File: src/rtl/ace_snoop_initiator.sv
// Purpose : interconnect-side ACE snoop master; issues one AC snoop, collects CR + optional CD line.
// Latency : i_start to o_done is 4 cycles minimum (acready, crvalid high, no data transfer).
// Backpress: AC payload held until acready; crready/cdready held until their final handshake or timeout.
// Ports   : i_start/i_acaddr/i_acsnoop/i_acprot/i_timeout request from the register file;
//           ac*/cr*/cd* ACE snoop channels; o_* results back to the register file.
module ace_snoop_initiator #(
   parameter int C_ACE_DATA_WIDTH = 128,
   parameter int C_ACE_ADDR_WIDTH = 44,
   parameter int C_CD_BEATS       = 4,
   parameter int C_CNT_WIDTH      = 16
) (
   input  logic                                   ace_aclk,
   input  logic                                   ace_aresetn,
   input  logic                                   i_start,
   input  logic [C_ACE_ADDR_WIDTH-1:0]            i_acaddr,
   input  logic [3:0]                             i_acsnoop,
   input  logic [2:0]                             i_acprot,
   input  logic [C_CNT_WIDTH-1:0]                 i_timeout,
   output logic                                   acvalid,
   input  logic                                   acready,
   output logic [C_ACE_ADDR_WIDTH-1:0]            acaddr,
   output logic [3:0]                             acsnoop,
   output logic [2:0]                             acprot,
   input  logic                                   crvalid,
   output logic                                   crready,
   input  logic [4:0]                             crresp,
   input  logic                                   cdvalid,
   output logic                                   cdready,
   input  logic [C_ACE_DATA_WIDTH-1:0]            cddata,
   input  logic                                   cdlast,
   output logic                                   o_busy,
   output logic                                   o_done,
   output logic [4:0]                             o_crresp,
   output logic [C_ACE_DATA_WIDTH*C_CD_BEATS-1:0] o_cdata,
   output logic [C_CNT_WIDTH-1:0]                 o_latency,
   output logic                                   o_timeout_err,
   output logic                                   o_proto_err
);

   // Beat counter has headroom beyond one line so overruns remain visible.
   localparam int                   BW         = $clog2(C_CD_BEATS) + 2;
   localparam logic [BW-1:0]        LINE_BEATS = BW'(C_CD_BEATS);
   localparam logic [BW-1:0]        LAST_IDX   = BW'(C_CD_BEATS - 1);
   localparam logic [C_CNT_WIDTH-1:0] CNT_MAX  = '1;

   typedef enum logic [1:0] {S_IDLE, S_AC, S_RESP, S_DONE} state_t;
   state_t state, state_nxt;

   logic                   cr_seen, last_seen, ovf;
   logic [BW-1:0]          beat_cnt, last_idx;
   logic [C_CNT_WIDTH-1:0] cyc_cnt;

   logic                   ac_hs, cr_hs, cd_hs;
   logic                   cr_now, last_now, dt_now, ovf_now;
   logic [BW-1:0]          beats_now, last_idx_now;
   logic [C_CNT_WIDTH-1:0] cyc_inc, lat_inc;
   logic                   exit_ok, tmo, proto_now;

   assign ac_hs  = acvalid & acready;
   assign cr_hs  = crvalid & crready;
   assign cd_hs  = cdvalid & cdready;
   assign o_busy = (state != S_IDLE);

   // "Now" views fold in this cycle's handshakes so a CR and the final CD
   // beat arriving together complete in the same cycle.
   assign cr_now       = cr_seen | cr_hs;
   assign last_now     = last_seen | (cd_hs & cdlast);
   assign dt_now       = cr_hs ? crresp[0] : o_crresp[0];
   assign ovf_now      = ovf | (cd_hs & (beat_cnt >= LINE_BEATS));
   assign last_idx_now = (cd_hs & cdlast) ? beat_cnt : last_idx;
   assign beats_now    = (cd_hs && beat_cnt != '1) ? beat_cnt + BW'(1) : beat_cnt;
   assign cyc_inc      = (cyc_cnt == CNT_MAX) ? cyc_cnt : cyc_cnt + 1'b1;
   assign lat_inc      = (o_latency == CNT_MAX) ? o_latency : o_latency + 1'b1;

   assign exit_ok   = cr_now & (~dt_now | last_now);
   assign tmo       = (i_timeout != '0) & (cyc_inc == i_timeout) & ~exit_ok;
   assign proto_now = dt_now ? ((beats_now != LINE_BEATS) | ~last_now |
                                (last_idx_now != LAST_IDX) | ovf_now)
                             : (beats_now != '0);

   always_ff @(posedge ace_aclk or negedge ace_aresetn) begin
      if (!ace_aresetn) state <= S_IDLE;
      else              state <= state_nxt;
   end

   always_comb begin
      state_nxt = state;
      unique case (state)
         S_IDLE:  if (i_start)          state_nxt = S_AC;
         S_AC:    if (ac_hs)            state_nxt = S_RESP;
         S_RESP:  if (exit_ok || tmo)   state_nxt = S_DONE;
         S_DONE:                        state_nxt = S_IDLE;
         default:                       state_nxt = S_IDLE;
      endcase
   end

   always_ff @(posedge ace_aclk or negedge ace_aresetn) begin
      if (!ace_aresetn) begin
         acvalid       <= 1'b0;
         acaddr        <= '0;
         acsnoop       <= '0;
         acprot        <= '0;
         crready       <= 1'b0;
         cdready       <= 1'b0;
         o_done        <= 1'b0;
         o_crresp      <= '0;
         o_cdata       <= '0;
         o_latency     <= '0;
         o_timeout_err <= 1'b0;
         o_proto_err   <= 1'b0;
         cr_seen       <= 1'b0;
         last_seen     <= 1'b0;
         ovf           <= 1'b0;
         beat_cnt      <= '0;
         last_idx      <= '0;
         cyc_cnt       <= '0;
      end else begin
         // Registered pulse: visible the cycle after DONE, when results are final.
         o_done <= (state == S_DONE);
         unique case (state)
            S_IDLE: begin
               if (i_start) begin
                  acaddr        <= i_acaddr;
                  acsnoop       <= i_acsnoop;
                  acprot        <= i_acprot;
                  acvalid       <= 1'b1;
                  o_crresp      <= '0;
                  o_cdata       <= '0;
                  o_latency     <= '0;
                  o_timeout_err <= 1'b0;
                  o_proto_err   <= 1'b0;
                  cr_seen       <= 1'b0;
                  last_seen     <= 1'b0;
                  ovf           <= 1'b0;
                  beat_cnt      <= '0;
                  last_idx      <= '0;
                  cyc_cnt       <= '0;
               end
            end
            S_AC: begin
               if (ac_hs) begin
                  acvalid   <= 1'b0;
                  crready   <= 1'b1;
                  cdready   <= 1'b1;
                  o_latency <= '0;
                  cyc_cnt   <= '0;
               end
            end
            S_RESP: begin
               cyc_cnt <= cyc_inc;
               // Counts the CR handshake cycle itself, then freezes.
               if (!cr_seen) o_latency <= lat_inc;
               if (cr_hs) begin
                  cr_seen  <= 1'b1;
                  crready  <= 1'b0;
                  o_crresp <= crresp;
               end
               if (cd_hs) begin
                  for (int n = 0; n < C_CD_BEATS; n++)
                     if (beat_cnt == BW'(n))
                        o_cdata[n*C_ACE_DATA_WIDTH +: C_ACE_DATA_WIDTH] <= cddata;
                  if (beat_cnt >= LINE_BEATS) ovf <= 1'b1;
                  beat_cnt <= beats_now;
                  if (cdlast) begin
                     last_seen <= 1'b1;
                     last_idx  <= beat_cnt;
                     cdready   <= 1'b0;
                  end
               end
               if (exit_ok) begin
                  crready     <= 1'b0;
                  cdready     <= 1'b0;
                  o_proto_err <= proto_now;
               end else if (tmo) begin
                  // Response type may be unknown here; only an overrun is reportable.
                  crready       <= 1'b0;
                  cdready       <= 1'b0;
                  o_timeout_err <= 1'b1;
                  o_proto_err   <= ovf_now;
               end
            end
            default: ;
         endcase
      end
   end

endmodule

File: config.mk
export PLATFORM = sky130hd
export DESIGN_NAME = ace_snoop_initiator
export DESIGN_NICKNAME = d
export VERILOG_FILES = /design/src/rtl/ace_snoop_initiator.sv
export SDC_FILE = /design/constraint.sdc
export NUM_CORES = 1
export LEC_CHECK = 0
export BUFFER_PORTS_ARGS = -buffer_cell sky130_fd_sc_hd__buf_2
export CAP_MARGIN = 5
export CORE_AREA = 2 2 306 308
export CTS_CLUSTER_SIZE = 16
export DETAILED_ROUTE_END_ITERATION = 10
export DIE_AREA = 0 0 308 310
export GPL_TIMING_DRIVEN = 1
export SETUP_SLACK_MARGIN = 0.3
export SLEW_MARGIN = 30
export SYNTH_ARGS = -nofsm -noshare
export SYNTH_HDL_FRONTEND = slang
export SYNTH_SLANG_ARGS = --single-unit
File: constraint.sdc
create_clock -name ace_aclk -period 2.85 [get_ports ace_aclk]
set_input_delay 0 -clock ace_aclk [delete_from_list [all_inputs] [get_ports ace_aclk]]
set_output_delay 0 -clock ace_aclk [all_outputs]
set_load 0.01 [all_outputs]
==> results of run 1 <==
## worst reg2reg max path, cell delays in order, from the launching register on
cell      delay, ns
dfrtp_1        0.44
buf_4          0.18
inv_1          0.08
or3_4          0.39
a311oi_2       0.24
nand4_1        0.19
nor4b_4        0.36
a41oi_2        0.19
a21oi_2        0.18
mux2_1         0.33
## report_power, final
group          internal, µW  leakage, µW  switching (µW)  total (µW)
clock network          5510      0.00118            4070        9580
logic                  5980       0.0139            9330       15300
registers             11200      0.00824            1810       13000
total                 22700       0.0233           15200       37900
## placed cells by master (no fill, tap or decap), types with 7 or more instances in the layout
| cell type | netlist | final |
|---|---|---|
| inv_1 | 18 | 16 |
| xor2_1 | 11 | 11 |
| or3_1 | 10 | 9 |
| a21oi_1 | 33 | 28 |
| buf_4 | 4 | 113 |
| buf_2 | 59 | 796 |
| nand2_1 | 703 | 695 |
| clkbuf_8 | 0 | 17 |
| mux2i_1 | 522 | 517 |
| clkbuf_16 | 0 | 100 |
| and4_1 | 8 | 7 |
| nor2_1 | 40 | 40 |
| buf_6 | 0 | 25 |
| nor4_1 | 8 | 7 |
| buf_8 | 0 | 7 |
| buf_12 | 0 | 47 |
| ha_1 | 11 | 9 |
| buf_16 | 0 | 13 |
| dlygate4sd3_1 | 0 | 196 |
| nand4_1 | 14 | 14 |
| clkbuf_1 | 126 | 16 |
| dfrtp_1 | 619 | 617 |
| clkinv_2 | 0 | 9 |
| nand3_1 | 29 | 28 |
| nor3_1 | 11 | 11 |
| o21ai_1 | 83 | 174 |
| xnor2_1 | 10 | 10 |
| o21ai_0 | 467 | 374 |
## stage by stage
step	cells	hold slack, ns	total power, µW	utilization [%]
5_1_grt	5237	0.0672	40000	44.8
2_1_floorplan	2892	-0.296	19900	-
6_report	5237	0.0725	37900	44.8
3_5_place_dp	4804	0.131	26400	38.0
3_3_place_gp	4804	0.124	26100	38.0
4_1_cts	5145	0.0157	36400	43.1
## how the worst max path moves through the flow
stage               end  slack (ns)
6_report       state[1]        0.15
3_3_place_gp   state[1]        0.04
2_1_floorplan  state[1]        0.26
3_5_place_dp   state[1]        0.03
5_1_grt        state[1]        0.03
4_1_cts        state[1]        0.16
## layout make-up
class	count	area share, %
Timing Repair Buffer	1224	22.1
Clock buffer	108	5.24
Clock inverter	22	0.640
Tap cell	1197	3.61
Multi-Input combinational cell	2048	30.8
Inverter	19	0.190
Sequential cell	619	37.4
## cell families (layout without fill, tap and decap cells)
group                    Yosys count  after routing  synth area share [%]
AO/OA/AOI/OAI                    629            629                  11.5
AND/OR/NAND/NOR                  861            861                  12.4
XOR/XNOR                          22             22                 0.714
buffers and inverters            225           1373                  3.23
adder cells (fa/ha/maj)           11             11                 0.476
flip-flops                       619            619                  53.6
multiplexers                     525            525                  18.2
## per-layer routing
metal | track usage, % | vias up | share of wire [%]
li1 | - | 12200 | -
met1 | 27.8 | 13200 | 41
met2 | 36.0 | 1123 | 46
met3 | 6.29 | 210 | 8.5
met4 | 10.8 | 0 | 4.4
met5 | 0 | - | 0
## registers in the layout, summed over array words and instances (netlist names)
signal         flops
acaddr            44
acprot             3
acsnoop            4
acvalid            1
beat_cnt           4
cdready            1
cr_seen            1
crready            1
cyc_cnt           16
last_idx           4
last_seen          1
o_cdata          512
o_crresp           5
o_done             1
o_latency         16
o_proto_err        1
o_timeout_err      1
ovf                1
state              2
## synthesized netlist by cell type (all sizes together), types with 5 or more instances
cell type	n	share of area, %
mux2i	522	18
xor2	11	0.33
and2	5	0.11
inv	19	0.25
ha	11	0.48
nand4	17	0.49
xnor2	10	0.30
nand3	30	0.54
a21oi	34	0.60
nor3	13	0.26
clkbuf	126	1.6
nand2	703	9.1
a22o	5	0.15
buf	80	1.3
nand2b	6	0.13
and3	5	0.11
nor2	40	0.52
a22oi	6	0.16
or3	10	0.22
o21ai	550	9.5
nor4	10	0.29
and4	8	0.24
dfrtp	619	54
## timing repair
item | 4_1_cts | 5_1_grt
setup buffers | 13 | 54
hold buffers | 196 | 0
pin swaps | 8 | 17
resized for setup | 18 | 159
setup endpoints to repair | 294 | 376
cloned | 2 | 38
endpoints found under the hold margin | 946 | 0
==> qor.csv, run 1 <==
metric;value;unit
status;complete, no violations;
yosysWarnings;0;
final-hold-violation-count;0;
crit_path_start;cyc_cnt[9];
portBuffers;797;
ant_nets;0;
drcViolationCount;0;
max_stage_delay;0.44;ns
rrSetupSlack;0.15;ns
grt_pass1_vias;25000;
min-delay-start;i_acsnoop[3];
regToRegEndpoint;state[1];
grt_overflow;0;
period_share;94.8;%
cts-htree-levels;3;
ios;798;
dieHeight;310;µm
num_vias;26700;
viasPerCell;5.11;
root_buffer;clkbuf_16;
skew;0.0227;ns
fmax;370;MHz
crit_family;simple AND/OR/NAND/NOR gates;
rows;112;
ir_drop;0.000499;V
drtIter0Drc;2183;
drive_gt1_share;29.7;%
nFillCells;8649;
relSlewSlack;41.0;%
wirelength;122000;µm
synth.avg_cell_area;10.0;µm²
post-route-cell-area;41400;µm²
r2r_cells;9;
tns;0;ns
syn_area;28900;µm²
clk_path_buf_depth;3;
ys_seq_elements;619;
synth.distinct_cells;67;
critPathArrivalTime;3.22;ns
place_ws;0.0263;ns
drv_slew;0;
min_to;acsnoop[3];
clock_latency;0.66;ns
synthesis.nets;3110;
dieWidth;308;µm
maxCapViolCount;0;
r2r-start;cyc_cnt[9];
grt_pass1_wl;163000;µm
hold_path_depth;4;
worst-setup-path-type;register to register;
grt_usage;22.4;%
fp.dieArea;95500;µm²
antenna_found_initial;1;
setup_viol;0;
power_density;914;nW/µm²
path_buf_inv;2;
num-nets-final;4204;
synthArstFlopShare;100;%
dr.pass1.iters;5;
syn_to_final_growth;43.3;%
p_leak;0.0233;µW
worst_slack;0.147;ns
coreArea;92500;µm²
fin_crit;2.70;ns
yosysSeqAreaShare;53.6;%
numCtsBuffers;74;
cts.sinks;619;
rsz0062_at_grt;true;
start_util;31.3;%
yosys_most_used_dff;dfrtp_1;
cts_tree;yes;
hp-class;input pin to register;
synth_cells;2892;
crit_path_max_fanout;7;
placedInstanceArea;35100;µm²
path_clk_slew;0.06;ns
path_depth;9;
crit_path_top_delay_cell;dfrtp_1;
crit_required;3.37;ns
crit_path_end_kind;register;
grt_max_degree;88;
wl_per_cell;23.3;µm
startpoint_type;register;
dp_hpwl;76800;µm
insertedDiodeCount;0;
place_congestion;0.910;
crit_chain;buf_4, inv_1, or3_4, a311oi_2, nand4_1, nor4b_4, a41oi_2, a21oi_2, mux2_1;
area.sequential;15500;µm²
multi_input_area;12800;µm²
synth_edf_count;0;
tightest_slew;0.885;ns
No activity file was read; power rests on OpenSTA's default activity.
==> run 2, diff against run 1 <==
ABC_AREA = 1   (was unset)
CORE_AREA = 2 2 313 315   (was 2 2 306 308)
DIE_AREA = 0 0 315 317   (was 0 0 308 310)
==> qor.csv, run 2 <==
metric;value;unit;change
yosysSeqAreaShare;64.8;%;+11 points
dieHeight;317;µm;+2.3%
ant_nets;0;;unchanged
maxCapViolCount;0;;unchanged
cts_tree;yes;;
synth_cells;2533;;-12%
path_buf_inv;6;;+4
post-route-cell-area;34200;µm²;-18%
max_stage_delay;0.41;ns;-0.03 ns
critPathArrivalTime;2.86;ns;-0.36 ns
num_vias;21500;;-19%
path_clk_slew;0.06;ns;about the same
synthTopCellsByCount;939 x nand2_1, 619 x dfrtp_1, 557 x o21ai_0, 91 x clkbuf_1, 70 x inv_1;;
power_density;1000;nW/µm²;+9.8%
placedInstanceArea;29800;µm²;-15%
reg.largest.list;o_cdata x512, acaddr x44;;
drv_slew;0;;unchanged
yosysMostFrequentCell;nand2_1;;
yosys_most_used_dff;dfrtp_1;;
most-common-layout-cells;939 x nand2_1, 796 x buf_2, 619 x dfrtp_1, 556 x o21ai_0, 206 x dlygate4sd3_1;;
startpoint_type;register;;
regMostFlops;o_cdata;;
crit_path_max_fanout;65;;+58
layout_commonest_cell;nand2_1;;
synth_top_area_share;64.8;%;+11 points
dp_hpwl;57900;µm;-25%
clk_path_buf_depth;3;;unchanged
synth_edf_count;0;;unchanged
worst_slack;0.517;ns;+0.369 ns
crit_chain;inv_1, ha_1, inv_1, a21oi_2, buf_4, inv_2, a31oi_4, buf_12, buf_4, nand2_1, o21ai_0;;
dieWidth;315;µm;+2.3%
rsz0062_at_grt;false;;
portBuffers;797;;unchanged
synth.largest_area_cell;dfrtp_1;;
skew;0.0204;ns;-0.00228 ns
period_share;81.9;%;-13 points
place_congestion;0.875;;-3.9%
dr.pass1.iters;6;;+1
worst-setup-path-type;register to register;;
rows;114;;+1.8%
cts.sinks;619;;unchanged
tns;0;ns;unchanged
wirelength;82300;µm;-32%
ir_drop;0.000485;V;-2.9%
finish.utilization;35.5;%;-9.3 points
place_ws;0.520;ns;+0.494 ns
syn_to_final_growth;43.1;%;
tightest_slew;0.816;ns;-0.0692 ns
largest_register_ffs;512;;unchanged
clock_latency;0.62;ns;-0.04 ns
final-hold-violation-count;0;;unchanged
fp.dieArea;99900;µm²;+4.6%
grt_usage;15.9;%;-6.5 points
setup_viol;0;;unchanged
relSlewSlack;45.6;%;+4.6 points
status;complete, no violations;;
fin_crit;2.33;ns;-0.369 ns
p_total;34300;µW;-9.4%
syn_area;23900;µm²;-17%
synth.avg_cell_area;9.43;µm²;-5.7%
ios;798;;unchanged
antenna_found_initial;4;;+3
root_buffer;clkbuf_16;;
synth.distinct_cells;36;;-46%
coreArea;96300;µm²;+4.1%
crit_path_start;state[0];;
cts-htree-levels;3;;unchanged
fmax;429;MHz;+16%
hp-class;input pin to asynchronous set/reset pin;;
grt_pass1_wl;124000;µm;-24%
synthArstFlopShare;100;%;unchanged
numCtsBuffers;70;;-5.4%
grt_pass1_vias;21100;;-16%
start_util;24.8;%;-6.5 points
p_leak;0.0177;µW;-24%
crit_family;buffers and inverters;;
num-nets-final;3755;;-11%
synthesis.nets;2751;;-12%
drcViolationCount;0;;unchanged
drive_gt1_share;28.6;%;-1.1 points
viasPerCell;4.42;;-13%
r2r-start;state[0];;
wl_per_cell;16.9;µm;-27%
grt_max_degree;97;;+10%
yosys-top-cells-area;dfrtp_1 65%, nand2_1 15%, o21ai_0 12%;;
ys_seq_elements;619;;unchanged
yosysWarnings;0;;unchanged
crit_required;3.38;ns;about the same
crit_path_end_kind;register;;
crit_path_top_delay_cell;dfrtp_1;;
drtIter0Drc;1480;;-32%
grt_overflow;0;;unchanged
-- run 2: area by class of cell --
class | count | area, µm²
flip-flops and latches | 619 | 15500
multi-input cells | 1696 | 7560
repair buffers | 1076 | 6950
diodes | 2 | 5.00
fillers | 9740 | 62100
clock buffers | 106 | 2140
clock inverters | 19 | 155
inverters | 74 | 300
well taps | 1276 | 1600
-- run 2: path summary, 6_finish.rpt --
check	to	slack, ns	depth (start not counted)
min in group ace_aclk	acprot[0]	0.12	4
max	o_cdata[486]	0.52	11
max reg2reg	o_cdata[486]	0.52	11
max in group asynchronous	o_cdata[15]	1.89	3
min	acsnoop[3]	0.05	2
min reg2reg	acaddr[19]	0.47	2
-- run 2: what timing repair did --
item                                   4_1_cts  5_1_grt
setup endpoints to repair                    0       16
endpoints found under the hold margin      957        0
buffers inserted                             0        0
hold buffers                               206        0
resized for setup                            0        5
-- run 2: kinds of logic after synthesis --
kind of cell | count (synthesis) | synth area share, %
fa+ha+maj | 11 | 0.576
buf+inv | 218 | 3.72
flops | 619 | 64.8
simple gates | 1085 | 18.0
compound gates | 592 | 12.5
xor+xnor | 8 | 0.293
-- run 2: per-stage QoR --
stage | hold WS, ns | std cells
after CTS | 0.0188 | 4866
after global routing | 0.0632 | 4868
after global placement | 0.0998 | 4535
after floorplan | -0.296 | 2533
after detailed placement | 0.108 | 4535
final | 0.0516 | 4868
-- run 2: where the power goes --
part	internal (µW)	switching, µW	leakage [µW]
logic	4260	8040	0.00818
registers	11500	1560	0.00833
clock network	5280	3680	0.00114
-- run 2: worst register-to-register path, delay by kind of cell, from the launching register on --
kind	cells	cell delay, ns
adders and majority gates	1	0.23
DFF	1	0.41
AOI/OAI and AO/OA	3	0.42
and+or+nand+nor	1	0.07
buffers and inverters	6	1.13
-- run 2: metal layers --
| layer | part of all wire, % | GRT usage [%] | routed length (µm) | up-vias |
|---|---|---|---|---|
| li1 | - | - | - | 10300 |
| met1 | 41 | 19.4 | 33800 | 10200 |
| met2 | 47 | 26.2 | 38900 | 865 |
| met3 | 7.2 | 4.09 | 5930 | 184 |
| met4 | 4.6 | 7.38 | 3750 | 0 |
| met5 | 0 | 0 | 0 | - |
==> run 3, diff against run 2 <==
clock period = 2.2 ns   (was 2.85 ns; I/O delays follow)
==> qor.csv, run 3 (synthesized netlist as in run 2, its figures left out) <==
metric;value;unit;change
status;complete, no violations;;
place_congestion;0.889;;+1.6%
num_vias;24300;;+13%
cts_tree;yes;;
clock_latency;0.65;ns;+0.03 ns
worst_slack;0.0300;ns;-0.486 ns
nFillCells;9031;;-7.3%
power_density;1390;nW/µm²;+39%
fp.dieArea;99900;µm²;unchanged
num-nets-final;3966;;+5.6%
crit_path_max_fanout;8;;-88%
ir_drop;0.000851;V;+75%
ant_nets;0;;unchanged
layout_commonest_cell;buf_2;;
grt_max_degree;65;;-33%
fin_crit;2.17;ns;-0.164 ns
fmax;461;MHz;+7.5%
dieWidth;315;µm;unchanged
ios;798;;unchanged
syn_to_final_growth;69.0;%;
skew;0.0231;ns;+0.00269 ns
critPathArrivalTime;2.69;ns;-0.17 ns
most-common-layout-cells;797 x buf_2, 693 x nand2_1, 614 x dfrtp_1, 268 x o21ai_0, 206 x dlygate4sd3_1;;
startpoint_type;register;;
dpl.cell_count;4560;;+0.55%
rows;114;;unchanged
tns;0;ns;unchanged
dieHeight;317;µm;unchanged
path_clk_slew;0.06;ns;about the same
start_util;24.8;%;unchanged
antenna_found_initial;1;;-3
drcViolationCount;0;;unchanged
drv_slew;0;;unchanged
hp-class;input pin to register;;
placedInstanceArea;30100;µm²;+0.87%
coreArea;96300;µm²;unchanged
numCtsBuffers;70;;unchanged
setup_viol;0;;unchanged
final-hold-violation-count;0;;unchanged
cts.sinks;619;;unchanged
cts-htree-levels;3;;unchanged
p_leak;0.0205;µW;+16%
grt_usage;19.0;%;+3.1 points
crit_required;2.72;ns;-0.66 ns
crit_path_end_kind;register;;
largest_register_ffs;512;;unchanged
dr.pass1.iters;5;;-1
wl_per_cell;21.7;µm;+28%
grt_pass1_vias;22900;;+8.6%
regMostFlops;o_cdata;;
maxCapViolCount;0;;unchanged
viasPerCell;4.77;;+7.8%
drive_gt1_share;43.9;%;+15 points
reg.largest.list;o_cdata x512, acaddr x44;;
post-route-cell-area;40400;µm²;+18%
worst-setup-path-type;register to register;;
grt_overflow;0;;unchanged
root_buffer;clkbuf_16;;
period_share;98.6;%;+17 points
area.sequential;15500;µm²;about the same
portBuffers;797;;unchanged
stdcell_count;5084;;+4.4%
wirelength;110000;µm;+34%
dp_hpwl;61100;µm;+5.6%
tightest_slew;0.561;ns;-0.255 ns
drtIter0Drc;1816;;+23%
place_ws;0.0192;ns;-0.501 ns
relSlewSlack;62.6;%;+17 points
clk_path_buf_depth;3;;unchanged
hold_ws;0.113;ns;+0.0616 ns
rsz0062_at_grt;true;;
grt_pass1_wl;145000;µm;+17%
multi_input_area;9640;µm²;+27%
## run 3: changes by cell type in the layout (fill, tap and decap cells not counted), sizes merged
cell,previous run,this run
bufbuf,0,1
clkinvlp,2,1
clkinv,10,17
clkbuf,106,137
bufinv,1,5
nand2,947,948
inv,80,85
buf,870,1037
diode,2,3
## run 3: path summary, 6_finish.rpt
kind | cells past startpoint | end | slack [ns] | start
worst max-delay path | 15 | o_cdata[311] | 0.03 | state[1]
worst min register to register | 2 | acaddr[21] | 0.47 | acaddr[21]
min in group asynchronous | 3 | o_latency[10] | 0.30 | ace_aresetn
max in group asynchronous | 3 | o_cdata[505] | 1.35 | ace_aresetn
worst min-delay path | 4 | acaddr[34] | 0.11 | i_acaddr[34]
worst max register to register | 15 | o_cdata[311] | 0.03 | state[1]
## run 3: stage by stage
step                      power [µW]  utilization [%]
after floorplan                25000                -
after global placement         32900             31.2
after detailed placement       33200             31.2
after CTS                      50500             38.6
after global routing           58800             41.9
final                          56200             41.9
## run 3: layout make-up
class,count,area share [%]
well taps,1276,3.95
multi-input cells,1697,23.9
inverters,74,0.883
repair buffers,1277,26.6
clock inverters,25,0.793
repair inverters,9,0.384
flip-flops and latches,619,38.4
clock buffers,104,5.13
diodes,3,0.0186
## run 3: what timing repair did
| action | in CTS | in global routing |
|---|---|---|
| setup endpoints to repair | 497 | 548 |
| resized for setup | 297 | 737 |
| gates cloned | 47 | 49 |
| pin swaps | 22 | 52 |
| buffers inserted | 60 | 28 |
| hold buffers | 208 | 0 |
| hold endpoints to repair | 1194 | 0 |
## run 3: critical path, stage by stage (launching register included)
cell,delay (ns)
dfrtp_1,0.41
inv_2,0.10
ha_4,0.17
nand2_4,0.07
inv_4,0.06
a21oi_4,0.04
nor2_4,0.17
nand3_4,0.12
nand2_8,0.12
inv_16,0.06
buf_8,0.12
buf_16,0.16
buf_12,0.16
buf_16,0.14
nand2_4,0.05
o21ai_2,0.05
## run 3: power breakdown
group	internal, µW	leakage [µW]	total (µW)	switching, µW
clock network	7180	0.00118	12300	5090
logic	11300	0.0109	26600	15300
registers	14900	0.00833	17400	2460
## run 3: metal layers
metal | vias to the layer above | GRT usage (%) | share of wire, %
met5 | - | 0 | 0
met4 | 0 | 9.23 | 5.4
met3 | 306 | 3.73 | 7.0
met2 | 1212 | 30.6 | 48
met1 | 12000 | 24.4 | 40
li1 | 10800 | - | -
